--- src/rtl/lupdate_pkg.sv ---
// Shared definitions for the beacon-update consumer: word-type encodings,
// word indices, field positions inside the 134-bit stream word and FSM states.
package lupdate_pkg;

  localparam int WORD_W = 134;

  // Word-type field [133:132]
  localparam int TYPE_HI = 133;
  localparam int TYPE_LO = 132;
  localparam logic [1:0] HEAD = 2'b01;
  localparam logic [1:0] MID  = 2'b11;
  localparam logic [1:0] TAIL = 2'b10;

  // Word-index counter saturates at IDX_MAX; only indices up to 6 matter
  localparam int IDX_W = 3;
  localparam logic [IDX_W-1:0] IDX_ETH    = 3'd2;
  localparam logic [IDX_W-1:0] IDX_BEACON = 3'd6;
  localparam logic [IDX_W-1:0] IDX_MAX    = 3'd7;

  // Word 2: Ethernet header and PTP messageType
  localparam int DMAC_HI  = 127;
  localparam int DMAC_LO  = 80;
  localparam int ETH_HI   = 31;
  localparam int ETH_LO   = 16;
  localparam int MTYPE_HI = 11;
  localparam int MTYPE_LO = 8;

  // Word 6: beacon update payload
  localparam int BMAC_HI  = 127;
  localparam int BMAC_LO  = 80;
  localparam int BDIR_BIT = 79;
  localparam int BTOK_HI  = 63;
  localparam int BTOK_LO  = 32;

  typedef enum logic [1:0] {
    ST_IDLE = 2'd0,
    ST_FWD  = 2'd1,
    ST_DROP = 2'd2
  } state_e;

  // A word closes its packet if it is a tail, or if it carries valid_wr
  // (a single-word packet is a head word that also carries valid_wr).
  function automatic logic word_is_eop(input logic [1:0] wtype, input logic valid_wr);
    return (wtype == TAIL) || valid_wr;
  endfunction

endpackage

--- src/rtl/lupdate_pipe.sv ---
// Two-stage shift register for the packet stream plus the input word-index
// counter. Words that do not belong to a packet opened by a head (for example
// the remainder of a packet cut short by reset) enter the pipe with wr cleared.
module lupdate_pipe
  import lupdate_pkg::*;
(
  input  logic              clk,
  input  logic              rst_n,
  input  logic              in_wr_i,
  input  logic [WORD_W-1:0] in_data_i,
  input  logic              in_valid_i,
  input  logic              in_valid_wr_i,
  output logic              in_pkt_o,
  output logic              in_head_o,
  output logic [IDX_W-1:0]  in_idx_o,
  output logic              s2_wr_o,
  output logic [WORD_W-1:0] s2_data_o,
  output logic              s2_valid_o,
  output logic              s2_valid_wr_o,
  output logic [IDX_W-1:0]  s2_idx_o
);

  logic             active_q;
  logic [IDX_W-1:0] idx_q;

  logic              s1_wr_q;
  logic [WORD_W-1:0] s1_data_q;
  logic              s1_valid_q;
  logic              s1_valid_wr_q;
  logic [IDX_W-1:0]  s1_idx_q;

  logic              s2_wr_q;
  logic [WORD_W-1:0] s2_data_q;
  logic              s2_valid_q;
  logic              s2_valid_wr_q;
  logic [IDX_W-1:0]  s2_idx_q;

  logic             in_head;
  logic             in_pkt;
  logic             in_eop;
  logic [IDX_W-1:0] in_idx;

  // Decode the word currently on the input: head, packet membership, index
  always_comb begin
    in_head = in_wr_i && (in_data_i[TYPE_HI:TYPE_LO] == HEAD);
    in_pkt  = in_head || (in_wr_i && active_q);
    in_idx  = in_head ? '0 : idx_q;
    in_eop  = in_pkt && word_is_eop(in_data_i[TYPE_HI:TYPE_LO], in_valid_wr_i);
  end

  // Word counter: restarts at every head, stops tracking after end of packet
  always_ff @(posedge clk or negedge rst_n) begin
    if (!rst_n) begin
      active_q <= 1'b0;
      idx_q    <= '0;
    end else if (in_pkt) begin
      active_q <= !in_eop;
      idx_q    <= (in_idx == IDX_MAX) ? IDX_MAX : in_idx + 3'd1;
    end
  end

  // Stream shift register s1 -> s2, advancing every cycle
  always_ff @(posedge clk or negedge rst_n) begin
    if (!rst_n) begin
      s1_wr_q       <= 1'b0;
      s1_data_q     <= '0;
      s1_valid_q    <= 1'b0;
      s1_valid_wr_q <= 1'b0;
      s1_idx_q      <= '0;
      s2_wr_q       <= 1'b0;
      s2_data_q     <= '0;
      s2_valid_q    <= 1'b0;
      s2_valid_wr_q <= 1'b0;
      s2_idx_q      <= '0;
    end else begin
      s1_wr_q       <= in_pkt;
      s1_data_q     <= in_data_i;
      s1_valid_q    <= in_pkt && in_valid_i;
      s1_valid_wr_q <= in_pkt && in_valid_wr_i;
      s1_idx_q      <= in_idx;
      s2_wr_q       <= s1_wr_q;
      s2_data_q     <= s1_data_q;
      s2_valid_q    <= s1_valid_q;
      s2_valid_wr_q <= s1_valid_wr_q;
      s2_idx_q      <= s1_idx_q;
    end
  end

  assign in_pkt_o      = in_pkt;
  assign in_head_o     = in_head;
  assign in_idx_o      = in_idx;
  assign s2_wr_o       = s2_wr_q;
  assign s2_data_o     = s2_data_q;
  assign s2_valid_o    = s2_valid_q;
  assign s2_valid_wr_o = s2_valid_wr_q;
  assign s2_idx_o      = s2_idx_q;

endmodule

--- src/rtl/lupdate.sv ---
// Beacon-update consumer. Classifies each packet when its head reaches s2
// (word 2 is then on the input), drops beacon updates addressed to this node
// and commits their word-6 parameters; everything else leaves 3 cycles later.
module lupdate
  import lupdate_pkg::*;
#(
  parameter logic [15:0] PTP_ETHERTYPE   = 16'h88F7,
  parameter logic [3:0]  UPDATE_MSG_TYPE = 4'hD
) (
  input  logic              clk,
  input  logic              rst_n,
  input  logic              in_lu_data_wr,
  input  logic [WORD_W-1:0] in_lu_data,
  input  logic              in_lu_data_valid,
  input  logic              in_lu_data_valid_wr,
  input  logic [47:0]       in_local_mac_id,
  output logic              out_lu_data_wr,
  output logic [WORD_W-1:0] out_lu_data,
  output logic              out_lu_data_valid,
  output logic              out_lu_data_valid_wr,
  output logic              beacon_update_master,
  output logic              direction,
  output logic [31:0]       token_bucket_para,
  output logic [47:0]       direct_mac_addr,
  output logic [63:0]       lupdate_cnt
);

  logic              in_pkt;
  logic              in_head;
  logic [IDX_W-1:0]  in_idx;
  logic              s2_wr;
  logic [WORD_W-1:0] s2_data;
  logic              s2_valid;
  logic              s2_valid_wr;
  logic [IDX_W-1:0]  s2_idx;

  lupdate_pipe u_pipe (
    .clk           (clk),
    .rst_n         (rst_n),
    .in_wr_i       (in_lu_data_wr),
    .in_data_i     (in_lu_data),
    .in_valid_i    (in_lu_data_valid),
    .in_valid_wr_i (in_lu_data_valid_wr),
    .in_pkt_o      (in_pkt),
    .in_head_o     (in_head),
    .in_idx_o      (in_idx),
    .s2_wr_o       (s2_wr),
    .s2_data_o     (s2_data),
    .s2_valid_o    (s2_valid),
    .s2_valid_wr_o (s2_valid_wr),
    .s2_idx_o      (s2_idx)
  );

  state_e state_q;
  state_e state_d;

  logic        s2_head;
  logic        s2_eop;
  logic        is_update;
  logic        drop_now;
  logic        commit_now;

  logic [47:0] sh_mac_q;
  logic        sh_dir_q;
  logic [31:0] sh_tok_q;

  // Classification, drop decision, next state and commit condition
  always_comb begin
    s2_head = s2_wr && (s2_data[TYPE_HI:TYPE_LO] == HEAD);
    s2_eop  = s2_wr && word_is_eop(s2_data[TYPE_HI:TYPE_LO], s2_valid_wr);
    // With no gaps inside a packet, a non-head word at index 2 on the input
    // while a head sits in s2 is word 2 of that same packet.
    is_update = in_pkt && !in_head && (in_idx == IDX_ETH) &&
                (in_lu_data[DMAC_HI:DMAC_LO] == in_local_mac_id) &&
                (in_lu_data[ETH_HI:ETH_LO] == PTP_ETHERTYPE) &&
                (in_lu_data[MTYPE_HI:MTYPE_LO] == UPDATE_MSG_TYPE);
    // The head itself leaves s2 in the classification cycle, so it takes the
    // fresh decision; later words follow the latched state.
    drop_now = s2_head ? is_update : (state_q == ST_DROP);
    state_d  = state_q;
    if (s2_head) begin
      state_d = is_update ? ST_DROP : ST_FWD;
    end
    if (s2_eop) begin
      state_d = ST_IDLE;
    end
    // Tail index >= 6 means word 6 of this packet passed the input and the
    // shadow registers hold its fields.
    commit_now = drop_now && s2_eop && (s2_idx >= IDX_BEACON) &&
                 s2_valid_wr && s2_valid;
  end

  // Shadow copy of the beacon fields while word 6 is on the input
  always_ff @(posedge clk or negedge rst_n) begin
    if (!rst_n) begin
      sh_mac_q <= '0;
      sh_dir_q <= 1'b0;
      sh_tok_q <= '0;
    end else if (in_pkt && !in_head && (in_idx == IDX_BEACON)) begin
      sh_mac_q <= in_lu_data[BMAC_HI:BMAC_LO];
      sh_dir_q <= in_lu_data[BDIR_BIT];
      sh_tok_q <= in_lu_data[BTOK_HI:BTOK_LO];
    end
  end

  // FSM, output register stage and commit of the beacon parameters
  always_ff @(posedge clk or negedge rst_n) begin
    if (!rst_n) begin
      state_q              <= ST_IDLE;
      out_lu_data_wr       <= 1'b0;
      out_lu_data          <= '0;
      out_lu_data_valid    <= 1'b0;
      out_lu_data_valid_wr <= 1'b0;
      beacon_update_master <= 1'b0;
      direction            <= 1'b0;
      token_bucket_para    <= '0;
      direct_mac_addr      <= '0;
      lupdate_cnt          <= '0;
    end else begin
      state_q <= state_d;
      if (drop_now) begin
        out_lu_data_wr       <= 1'b0;
        out_lu_data          <= '0;
        out_lu_data_valid    <= 1'b0;
        out_lu_data_valid_wr <= 1'b0;
      end else begin
        out_lu_data_wr       <= s2_wr;
        out_lu_data          <= s2_data;
        out_lu_data_valid    <= s2_valid;
        out_lu_data_valid_wr <= s2_valid_wr;
      end
      if (commit_now) begin
        direction            <= sh_dir_q;
        token_bucket_para    <= sh_tok_q;
        direct_mac_addr      <= sh_mac_q;
        beacon_update_master <= ~beacon_update_master;
        lupdate_cnt          <= lupdate_cnt + 64'd1;
      end
    end
  end

endmodule

--- config.mk ---
export PLATFORM = sky130hd
export DESIGN_NAME = lupdate
export DESIGN_NICKNAME = d
export VERILOG_FILES = /design/src/rtl/lupdate_pkg.sv /design/src/rtl/lupdate_pipe.sv /design/src/rtl/lupdate.sv
export SDC_FILE = /design/constraint.sdc
export NUM_CORES = 1
export LEC_CHECK = 0
export CELL_PAD_IN_SITES_DETAIL_PLACEMENT = 0
export CELL_PAD_IN_SITES_GLOBAL_PLACEMENT = 1
export CORE_UTILIZATION = 38
export CTS_CLUSTER_DIAMETER = 200
export DETAILED_ROUTE_END_ITERATION = 10
export PLACE_DENSITY_LB_ADDON = 0.1
export SYNTH_ARGS = -nofsm -noshare
export SYNTH_HDL_FRONTEND = slang
export SYNTH_SLANG_ARGS = --single-unit
--- constraint.sdc ---
create_clock -name clk -period 2.7 [get_ports clk]
set_input_delay 0.675 -clock clk [delete_from_list [all_inputs] [get_ports clk]]
set_output_delay 0.675 -clock clk [all_outputs]
set_load 0.03 [all_outputs]
==> results.toml <==
[worst_setup_path]
start_kind = "input port"
worst-endpoint-required_ns = 3.16
path_class = "input port to flop"
worstSetupEndpointType = "flop"
cpPeakStageDelay_ns = 0.59
crit_slowest_cell = "or4_4"
cpMostUsedCell = "buf_12"
critPathArrivalTime_ns = 3.37
cp_max_fo = 8
critical_path.cell_chain = "buf_6, nor2b_4, a2111o_1, or4_4, nor4bb_4, buf_4, a31oi_4, nor2_4, buf_12, buf_12, buf_12, buf_12, mux2_4"

[power]
irDropWorstVdd_mv = 0.443
leakage_nw = 15.7
p_per_area_nw_per_um2 = 684
finalPower_mw = 22.6

[die]
die_w_um = 243
io_pins = 470
die_y_um = 243
coreArea_um2 = 56800
initial_utilization = 0.387
rows = 87
die-area_um2 = 58800

[cts]
numCtsBuffers = 70
cts_sinks = 648
htree_num_levels = 3
cts.path.max_buffers = 3
path_clk_slew_ns = 0.06
root_buffer = "clkbuf_16"
worstSkewPairLatency_ns = 0.59
cts_tree = "built"

[sta]
max_freq_mhz = 343
tightest_slew_ns = 0.873
setup_viol = 243
relSlewSlack = 0.416
layout_setup_ws_ns = -0.213
layout_min_cycle_time_ns = 2.91
rsz0062_at_grt = "true"
hold_slack_ns = 0.235
slew_violations = 0
hold_violations = 0
fin_crit_sh = 1.08
finalClockSkew_ns = 0.0223

[detailed_routing]
routed_wl_mm = 59.7
drc = 0
via_per_inst = 4.63
drtIter0Drc = 662
antenna_left = 0
dr.pass1.iters = 4
wl_per_cell_um = 20.6
vias = 13400

[cells_and_area]
drive_gt1_frac = 0.269
final_util = 0.582
mostFrequentLayoutCell = "dfrtp_1"
layout-area-overhead-vs-synth_pct = 50.4
nets = 2271
postLayoutCellArea_um2 = 33100
layout_common_cells = "dfrtp_1, clkdlybuf4s50_1, and2_1"

[job]
max-cap-violations = 0

[logic_synthesis]
avgSynthCellArea_um2 = 15.8
synth-seq-area-share = 0.737
syn_nets = 1580
yosysWarnings = 0
synth_area_um2 = 22000
synthArstFlopShare = 1.00
syn_inst = 1390
synthFlopType = "dfrtp_1"
synth_edf_count = 0
ys_types = 51
ys_ff_latch = 648

[grt]
grt.met2_usage = 0.335
gr-usage-met3 = 0.0522
grtUsageTotal = 0.205
antenna_found_initial = 9
grt_max_degree = 80
grt_busiest_layer = "met2"
grtUsageMet1 = 0.267
grt-ovfl-total = 0
grt_pass1_vias = 14500
grt_pass1_wl_mm = 90.4

[placed_design]
portBuffers = 469
hpwl_mm = 42.0
placed_area_um2 = 29400
place.gp.congestion = 0.818

[outcome]
status = "complete, but fails checks"
violations = "setup timing"

[hold_path]
hold_path.class = "input port to flop"
-- routing by layer --
| layer | vias to the layer above | part of all wire |
|---|---|---|
| li1 | 6078 | - |
| met1 | 6915 | 0.42 |
| met2 | 331 | 0.50 |
| met3 | 69 | 0.061 |
| met4 | 6 | 0.020 |
| met5 | - | 0.00059 |
-- registers in the layout, indices dropped and copies added, names as in the netlist, 32 cells and up --
name               count
u_pipe.s1_data_q     134
sh_mac_q              48
direct_mac_addr       48
sh_tok_q              32
token_bucket_para     32
out_lu_data          134
lupdate_cnt           64
u_pipe.s2_data_o     134
-- path summary, 6_finish.rpt --
check                                            end  slack, ns  depth (start not counted)            startpoint
worst max-delay path            token_bucket_para[4]      -0.21                         13   in_local_mac_id[38]
worst min-delay path            u_pipe.s1_data_q[29]       0.24                          1        in_lu_data[29]
worst max register to register  token_bucket_para[4]      -0.01                         13       u_pipe.idx_q[1]
worst min register to register  u_pipe.s2_data_o[74]       0.34                          0  u_pipe.s1_data_q[74]
max in group asynchronous           out_lu_data[121]       1.26                          4                 rst_n
min in group asynchronous            lupdate_cnt[37]       0.63                          2                 rst_n
-- final cells by class --
cell class | instances | area [um2]
Antenna cell | 6 | 15.0
Fill cell | 4567 | 23800
Multi-Input combinational cell | 675 | 6400
Inverter | 17 | 63.8
Clock buffer | 106 | 2140
Tap cell | 756 | 946
Sequential cell | 648 | 16200
Clock inverter | 19 | 221
Timing Repair Buffer | 669 | 7070
-- metrics by stage --
step	std cells	worst slack, ns	TNS [ns]
floorplan	1390	-0.342	-43.92
global placement	2730	-1.37	-364.03
detailed placement	2730	-1.45	-380.10
CTS	2885	-0.267	-41.02
global route	2895	-0.273	-41.13
finish	2896	-0.213	-28.80
-- power breakdown --
part | switching [mW] | leakage [nW] | internal [mW]
registers | 0.372 | 8.04 | 10.6
clock network | 3.77 | 1.17 | 5.87
logic | 0.943 | 6.48 | 1.10
-- critical path, delay by kind of cell --
kind / cells / cell delay, ns
AO/OA/AOI/OAI: 2 / 0.51
buffers and inverters: 6 / 0.74
multiplexers: 1 / 0.30
AND/OR/NAND/NOR: 4 / 1.14
-- cells in the mapped netlist, types with 9 or more instances --
master / instances / area, um2
and2_1: 141 / 882
clkbuf_1: 33 / 124
dfrtp_1: 648 / 16200
inv_1: 17 / 63.8
mux2_1: 58 / 653
mux2_2: 97 / 1090
nand2_1: 53 / 199
nand3_1: 29 / 145
nand4_1: 19 / 119
nor2_1: 20 / 75.1
nor2b_1: 15 / 93.8
nor3_1: 19 / 95.1
nor4_1: 10 / 62.6
nor4_2: 34 / 425
o21ai_0: 9 / 45.0
xnor2_1: 13 / 114
xor2_1: 82 / 718
-- kinds of logic (layout without fill, tap and decap cells) --
group / Yosys count / in the layout / share of synthesized area
flip-flops: 648 / 648 / 0.737
AND/OR/NAND/NOR: 392 / 392 / 0.117
multiplexers: 155 / 155 / 0.0794
XOR/XNOR: 95 / 95 / 0.0378
buffers and inverters: 67 / 811 / 0.0174
AO/OA/AOI/OAI: 30 / 30 / 0.00939
adder cells (fa/ha/maj): 3 / 3 / 0.00171
other: 0 / 6 / 0
-- timing repair --
action | 4_1_cts | 5_1_grt
pin swaps | 54 | 59
setup buffers | 21 | 3
endpoints found under the hold margin | 2 | 0
hold buffers | 1 | 0
resized for setup | 200 | 47
setup endpoints to repair | 285 | 252
cloned | 12 | 6
Note: power is estimated with default switching activity, not from simulation.
